File: src/rtl/alu_req_arbiter.sv
// Round-robin arbiter sharing one combinational ALU between two requesters.
// Define ALU_ARB_FIXED_PRIO_EN for fixed priority (requester 0 always wins).
module alu_req_arbiter #(
  parameter int W   = 32,
  parameter int OPW = 3
) (
  input  logic           clk,
  input  logic           rst_n,
  input  logic           REQ0,
  input  logic [W-1:0]   A0,
  input  logic [W-1:0]   B0,
  input  logic [OPW-1:0] OP0,
  output logic           GNT0,
  input  logic           REQ1,
  input  logic [W-1:0]   A1,
  input  logic [W-1:0]   B1,
  input  logic [OPW-1:0] OP1,
  output logic           GNT1,
  output logic [W-1:0]   ALU_A,
  output logic [W-1:0]   ALU_B,
  output logic [OPW-1:0] ALU_OP,
  input  logic [W-1:0]   ALU_F,
  input  logic           ALU_ZF,
  input  logic           ALU_OF,
  output logic           DONE,
  output logic           RES_ID,
  output logic [W-1:0]   RES_F,
  output logic           RES_ZF,
  output logic           RES_OF
);

  typedef enum logic [1:0] {IDLE, EXEC, RESP} state_t;

  state_t         state_q, state_d;
  logic           gnt0_q, gnt0_d;
  logic           gnt1_q, gnt1_d;
  logic           done_q, done_d;
  logic           owner_q, owner_d;
  logic [W-1:0]   alu_a_q, alu_a_d;
  logic [W-1:0]   alu_b_q, alu_b_d;
  logic [OPW-1:0] alu_op_q, alu_op_d;
  logic           res_id_q, res_id_d;
  logic [W-1:0]   res_f_q, res_f_d;
  logic           res_zf_q, res_zf_d;
  logic           res_of_q, res_of_d;
  logic           win;

`ifdef ALU_ARB_FIXED_PRIO_EN
  assign win = ~REQ0;
`else
  // rr_q names the requester favoured when both request together
  logic rr_q, rr_d;

  assign win = (REQ0 & REQ1) ? rr_q : REQ1;

  always_comb begin
    rr_d = rr_q;
    if (state_q == IDLE && (REQ0 | REQ1)) rr_d = ~win;
  end

  always_ff @(posedge clk or negedge rst_n) begin
    if (!rst_n) rr_q <= 1'b0;
    else        rr_q <= rr_d;
  end
`endif

  always_comb begin
    state_d  = state_q;
    gnt0_d   = 1'b0;
    gnt1_d   = 1'b0;
    done_d   = 1'b0;
    owner_d  = owner_q;
    alu_a_d  = alu_a_q;
    alu_b_d  = alu_b_q;
    alu_op_d = alu_op_q;
    res_id_d = res_id_q;
    res_f_d  = res_f_q;
    res_zf_d = res_zf_q;
    res_of_d = res_of_q;
    case (state_q)
      IDLE: begin
        if (REQ0 | REQ1) begin
          state_d  = EXEC;
          gnt0_d   = ~win;
          gnt1_d   = win;
          owner_d  = win;
          alu_a_d  = win ? A1  : A0;
          alu_b_d  = win ? B1  : B0;
          alu_op_d = win ? OP1 : OP0;
        end
      end
      EXEC: begin
        state_d  = RESP;
        res_id_d = owner_q;
        res_f_d  = ALU_F;
        res_zf_d = ALU_ZF;
        res_of_d = ALU_OF;
      end
      RESP: begin
        // DONE is registered, so it appears the cycle after RESP
        state_d = IDLE;
        done_d  = 1'b1;
      end
      default: state_d = IDLE;
    endcase
  end

  always_ff @(posedge clk or negedge rst_n) begin
    if (!rst_n) begin
      state_q  <= IDLE;
      gnt0_q   <= 1'b0;
      gnt1_q   <= 1'b0;
      done_q   <= 1'b0;
      owner_q  <= 1'b0;
      alu_a_q  <= '0;
      alu_b_q  <= '0;
      alu_op_q <= '0;
      res_id_q <= 1'b0;
      res_f_q  <= '0;
      res_zf_q <= 1'b0;
      res_of_q <= 1'b0;
    end else begin
      state_q  <= state_d;
      gnt0_q   <= gnt0_d;
      gnt1_q   <= gnt1_d;
      done_q   <= done_d;
      owner_q  <= owner_d;
      alu_a_q  <= alu_a_d;
      alu_b_q  <= alu_b_d;
      alu_op_q <= alu_op_d;
      res_id_q <= res_id_d;
      res_f_q  <= res_f_d;
      res_zf_q <= res_zf_d;
      res_of_q <= res_of_d;
    end
  end

  assign GNT0   = gnt0_q;
  assign GNT1   = gnt1_q;
  assign DONE   = done_q;
  assign ALU_A  = alu_a_q;
  assign ALU_B  = alu_b_q;
  assign ALU_OP = alu_op_q;
  assign RES_ID = res_id_q;
  assign RES_F  = res_f_q;
  assign RES_ZF = res_zf_q;
  assign RES_OF = res_of_q;

endmodule

File: config.mk
export PLATFORM = sky130hd
export DESIGN_NAME = alu_req_arbiter
export DESIGN_NICKNAME = d
export VERILOG_FILES = /design/src/rtl/alu_req_arbiter.sv
export SDC_FILE = /design/constraint.sdc
export NUM_CORES = 1
export LEC_CHECK = 0
export ABC_AREA = 1
export BUFFER_PORTS_ARGS = -buffer_cell sky130_fd_sc_hd__buf_2
export CORE_AREA = 2 2 108 110
export CTS_CLUSTER_DIAMETER = 120
export DETAILED_ROUTE_END_ITERATION = 7
export DIE_AREA = 0 0 110 112
export PLACE_DENSITY = 0.84
export REMOVE_ABC_BUFFERS = 1
export SLEW_MARGIN = 5
export SYNTH_ARGS = -nofsm -noshare
export SYNTH_HDL_FRONTEND = slang
export SYNTH_SLANG_ARGS = --single-unit
File: constraint.sdc
create_clock -name clk -period 3.1 [get_ports clk]
set_input_delay 0.155 -clock clk [delete_from_list [all_inputs] [get_ports clk]]
set_output_delay 0.155 -clock clk [all_outputs]
set_load 0.005 [all_outputs]
==> parameters.txt <==
Parameter                              Value

Detailed routing
  Final routed wire length divided by cell count    approximately 12 um
  Total routed wirelength    approximately 14,000 um
  Count of unresolved DRC violations after routing    0
  ANT nets after route    0
  Via Count    5,266
  Pre-antenna DRT Iters    4
  Vias per Instance    ~4.6
  Starting DRC count in detailed routing    293

Global routing
  GRT Util Overall    between 20% and 30%
  Grt ovf    0
  Vias in the first global route    around 5,000
  Initial antenna violation count    0
  Wire length of the first global-routing pass    around 23,000 um
  Pin count of the biggest net entering global routing    110

Synthesis
  Netlist area before placement    0.005351 mm^2
  Top-count cell post-synth    sky130_fd_sc_hd__nand2_1
  Yosys synthesis warning count    0
  Number of cells produced by synthesis    between 700 and 800
  Area share of the leading cell type in the synthesized netlist    about half
  Cell types with the highest counts after synthesis    sky130_fd_sc_hd__nand2_1 (310), sky130_fd_sc_hd__inv_1 (138), sky130_fd_sc_hd__nand3_1 (134), sky130_fd_sc_hd__dfrtp_1 (109), sky130_fd_sc_hd__buf_2 (26)
  Most used flip-flop cell after synthesis    sky130_fd_sc_hd__dfrtp_1
  Fraction of the yosys area taken by sequential cells    50.97%
  Count of state elements after synthesis    around 110
  Top cell type by total area after synthesis    sky130_fd_sc_hd__dfrtp_1
  Count of flip-flops with a built-in enable after synthesis    0
  Count of different cell masters after synthesis    16
  Cells taking the most area after synthesis    sky130_fd_sc_hd__dfrtp_1 (51%), sky130_fd_sc_hd__nand2_1 (22%), sky130_fd_sc_hd__nand3_1 (13%), sky130_fd_sc_hd__inv_1 (9.7%), sky130_fd_sc_hd__buf_2 (2.4%)
  Syn_area_per_cell    approximately 7.2 um^2
  Proportion of synthesized flip-flops having asynchronous set or reset    100.0%

Critical path
  Largest fanout of any net on the critical path    36
  Cell with the largest stage delay on the worst path    sky130_fd_sc_hd__clkinv_1
  Worst r2r path cells    4
  Startpoint Class    register
  Worst Path Buf+Inv    1
  Highest cell delay on the worst timing path    0.74 ns
  Arrival time worst endpoint    1.95 ns
  Cell family with most CP delay    buffers and inverters
  Category of the most critical setup path    reg2reg
  Data required time of the critical path    3.32 ns
  Destination of the worst register-to-register timing path    RES_F[4]
  Critical path endpoint category    register
  Worst path cell trace    nand2_2 > clkinv_1 > nand2_1 > nand2_1
  Launching point of the worst reg2reg path    state_q[0]
  Slack of the worst reg-to-reg path    ~1.4 ns
  Critical path's most frequent cell    sky130_fd_sc_hd__nand2_1

Cells and area
  Cell area after layout    around 0.0071 mm^2
  Fill cells    ~1,000
  Synthesis-to-finish area growth    31.96%
  Diodes inserted    0
  Final nets    around 1,200
  Share of cells above drive strength 1    between 30% and 40%

Floorplan
  Std-Cell Core Area    roughly 0.011 mm^2
  Die width    roughly 110 um
  Starting Density    a little under half
  Cell row count    39
  # IOs    about 280
  Die outline area    0.01232 mm^2
  Die extent in y    112 um

Clock tree
  Clock slew at the register clock pins of the worst setup and hold paths    0.07 ns
  Number of buffers inserted by post-CTS setup repair    0
  Longest Clk Path Bufs    2
  Clock tree from TritonCTS    built
  Clock buffers created by TritonCTS    9
  Clock latency on the worst-skew pair    0.34 ns
  H-tree level count    3
  Root buffer cell    sky130_fd_sc_hd__clkbuf_16
  Sinks on the clock net    109

Place
  Placed inst area    0.006756 mm^2
  Worst Setup Slack post-DPL    between 1 and 1.5 ns
  Total half-perimeter wirelength after legalization and detailed placement    ~10000 um
  RePlAce Congestion    ~0.82
  Number of port buffers    roughly 280

STA
  Total count of max-transition violations in the final report    0
  Number of setup violations in the final report    0
  Share of the clock period used by the worst path after layout    between 50 and 60%
  Worst-Margin Slew    1.100 ns
  Worst slew slack as a fraction of its limit    between 20% and 30%
  Fin crit period    1.732 ns
  Final Skew    roughly 0.010 ns
  Post-route setup slack    1.368 ns
  RSZ-0062 raised after global routing    false
  Maximum clock frequency    between 0.5 and 0.6 GHz
  Hold violation count in the final report    0

Run
  Max-cap check violation count    0

Pwr
  Standby leakage power    between 4 and 5 nW
  Overall power after layout    roughly 6 mW
  Pwr per Cell Area    874.9 mW/mm^2
  Largest vdd supply drop    between 500 and 600 uV

Hold path
  Class of the tightest hold or removal check    in2reg
  Worst min-delay path startpoint    ALU_F[18]
  Instance count along the most critical hold path    3
  Worst hold endpoint    RES_F[18]

Outcome
  Run status    finished, final reports clean
==> kinds of logic after synthesis <==
group / share of synthesized area [%]
simple gates: 35.00
compound gates: 0.09343
flops: 50.97
buf+inv: 13.93
==> power by group <==
part           leakage, nW  internal [mW]  switching (mW)
Combinational         3.09           1.05            1.53
Sequential            1.33           2.14           0.381
Clock                0.135          0.573           0.510
==> repair_timing <==
item,4_1_cts,5_1_grt
hold buffers,2,0
endpoints found under the hold margin,110,0
resized for setup,0,0
==> worst max path at each step <==
stage                     startpoint  endpoint  slack (ns)  cells after the start
after floorplan                 rr_q      rr_q       -0.16                      5
after global placement    state_q[0]  RES_F[4]        1.41                      4
after detailed placement  state_q[0]  RES_F[4]        1.33                      4
after CTS                 state_q[0]  RES_F[4]        1.32                      4
after global routing      state_q[0]  RES_F[4]        1.12                      4
final                     state_q[0]  RES_F[4]        1.37                      4
==> sequential cells by signal, indices dropped and copies added, names as in the netlist <==
name / cells
ALU_A: 32
ALU_B: 32
RES_F: 32
ALU_OP: 3
state_q: 2
DONE: 1
GNT0: 1
GNT1: 1
RES_ID: 1
RES_OF: 1
RES_ZF: 1
owner_q: 1
rr_q: 1
==> cell usage in the layout (no fill, tap or decap), drive strengths merged <==
cell type,count
nand3,134
clkinv,3
inv,141
o21ai,1
clkinvlp,2
nand2,311
nor2,6
dfrtp,109
dlygate4sd3,2
clkbuf,10
buf,282
==> routing by layer <==
layer  up-vias  track usage (%)  routed length, um  share of wire, %
met1      2308            27.68               5791                41
li1       2707                -                  -                 -
met5         -                0                  0                 0
met4         0            8.017                212               1.5
met2       232            40.45               7000                49
met3        19            4.977               1285               9.0
==> worst reg2reg max path: cells and delay by family, from the launching register on <==
kind	cells	cell delay, ns
DFF	1	0.40
buffers and inverters	1	0.74
and+or+nand+nor	3	0.47
==> per-stage QoR <==
stage	hold WS (ns)	std cells	util, %	setup TNS, ns
floorplan	-0.1406	701	-	-3.327
global placement	0.2714	1126	60.46	0
detailed placement	0.2784	1126	60.46	0
CTS	0.003082	1144	63.20	0
global route	0.007223	1144	63.20	0
finish	0.01101	1144	63.20	0
==> final cells by class <==
| cell class | instances | area [um^2] | share of cell area (%) |
|---|---|---|---|
| Inverter | 140 | 525.5 | 7.442 |
| Tap cell | 143 | 178.9 | 2.534 |
| Multi-Input combinational cell | 452 | 1883 | 26.67 |
| Clock buffer | 10 | 239.0 | 3.384 |
| Timing Repair Buffer | 284 | 1461 | 20.69 |
| Sequential cell | 109 | 2728 | 38.63 |
| Clock inverter | 6 | 46.29 | 0.6556 |
Note: power is estimated with default switching activity, not from simulation.
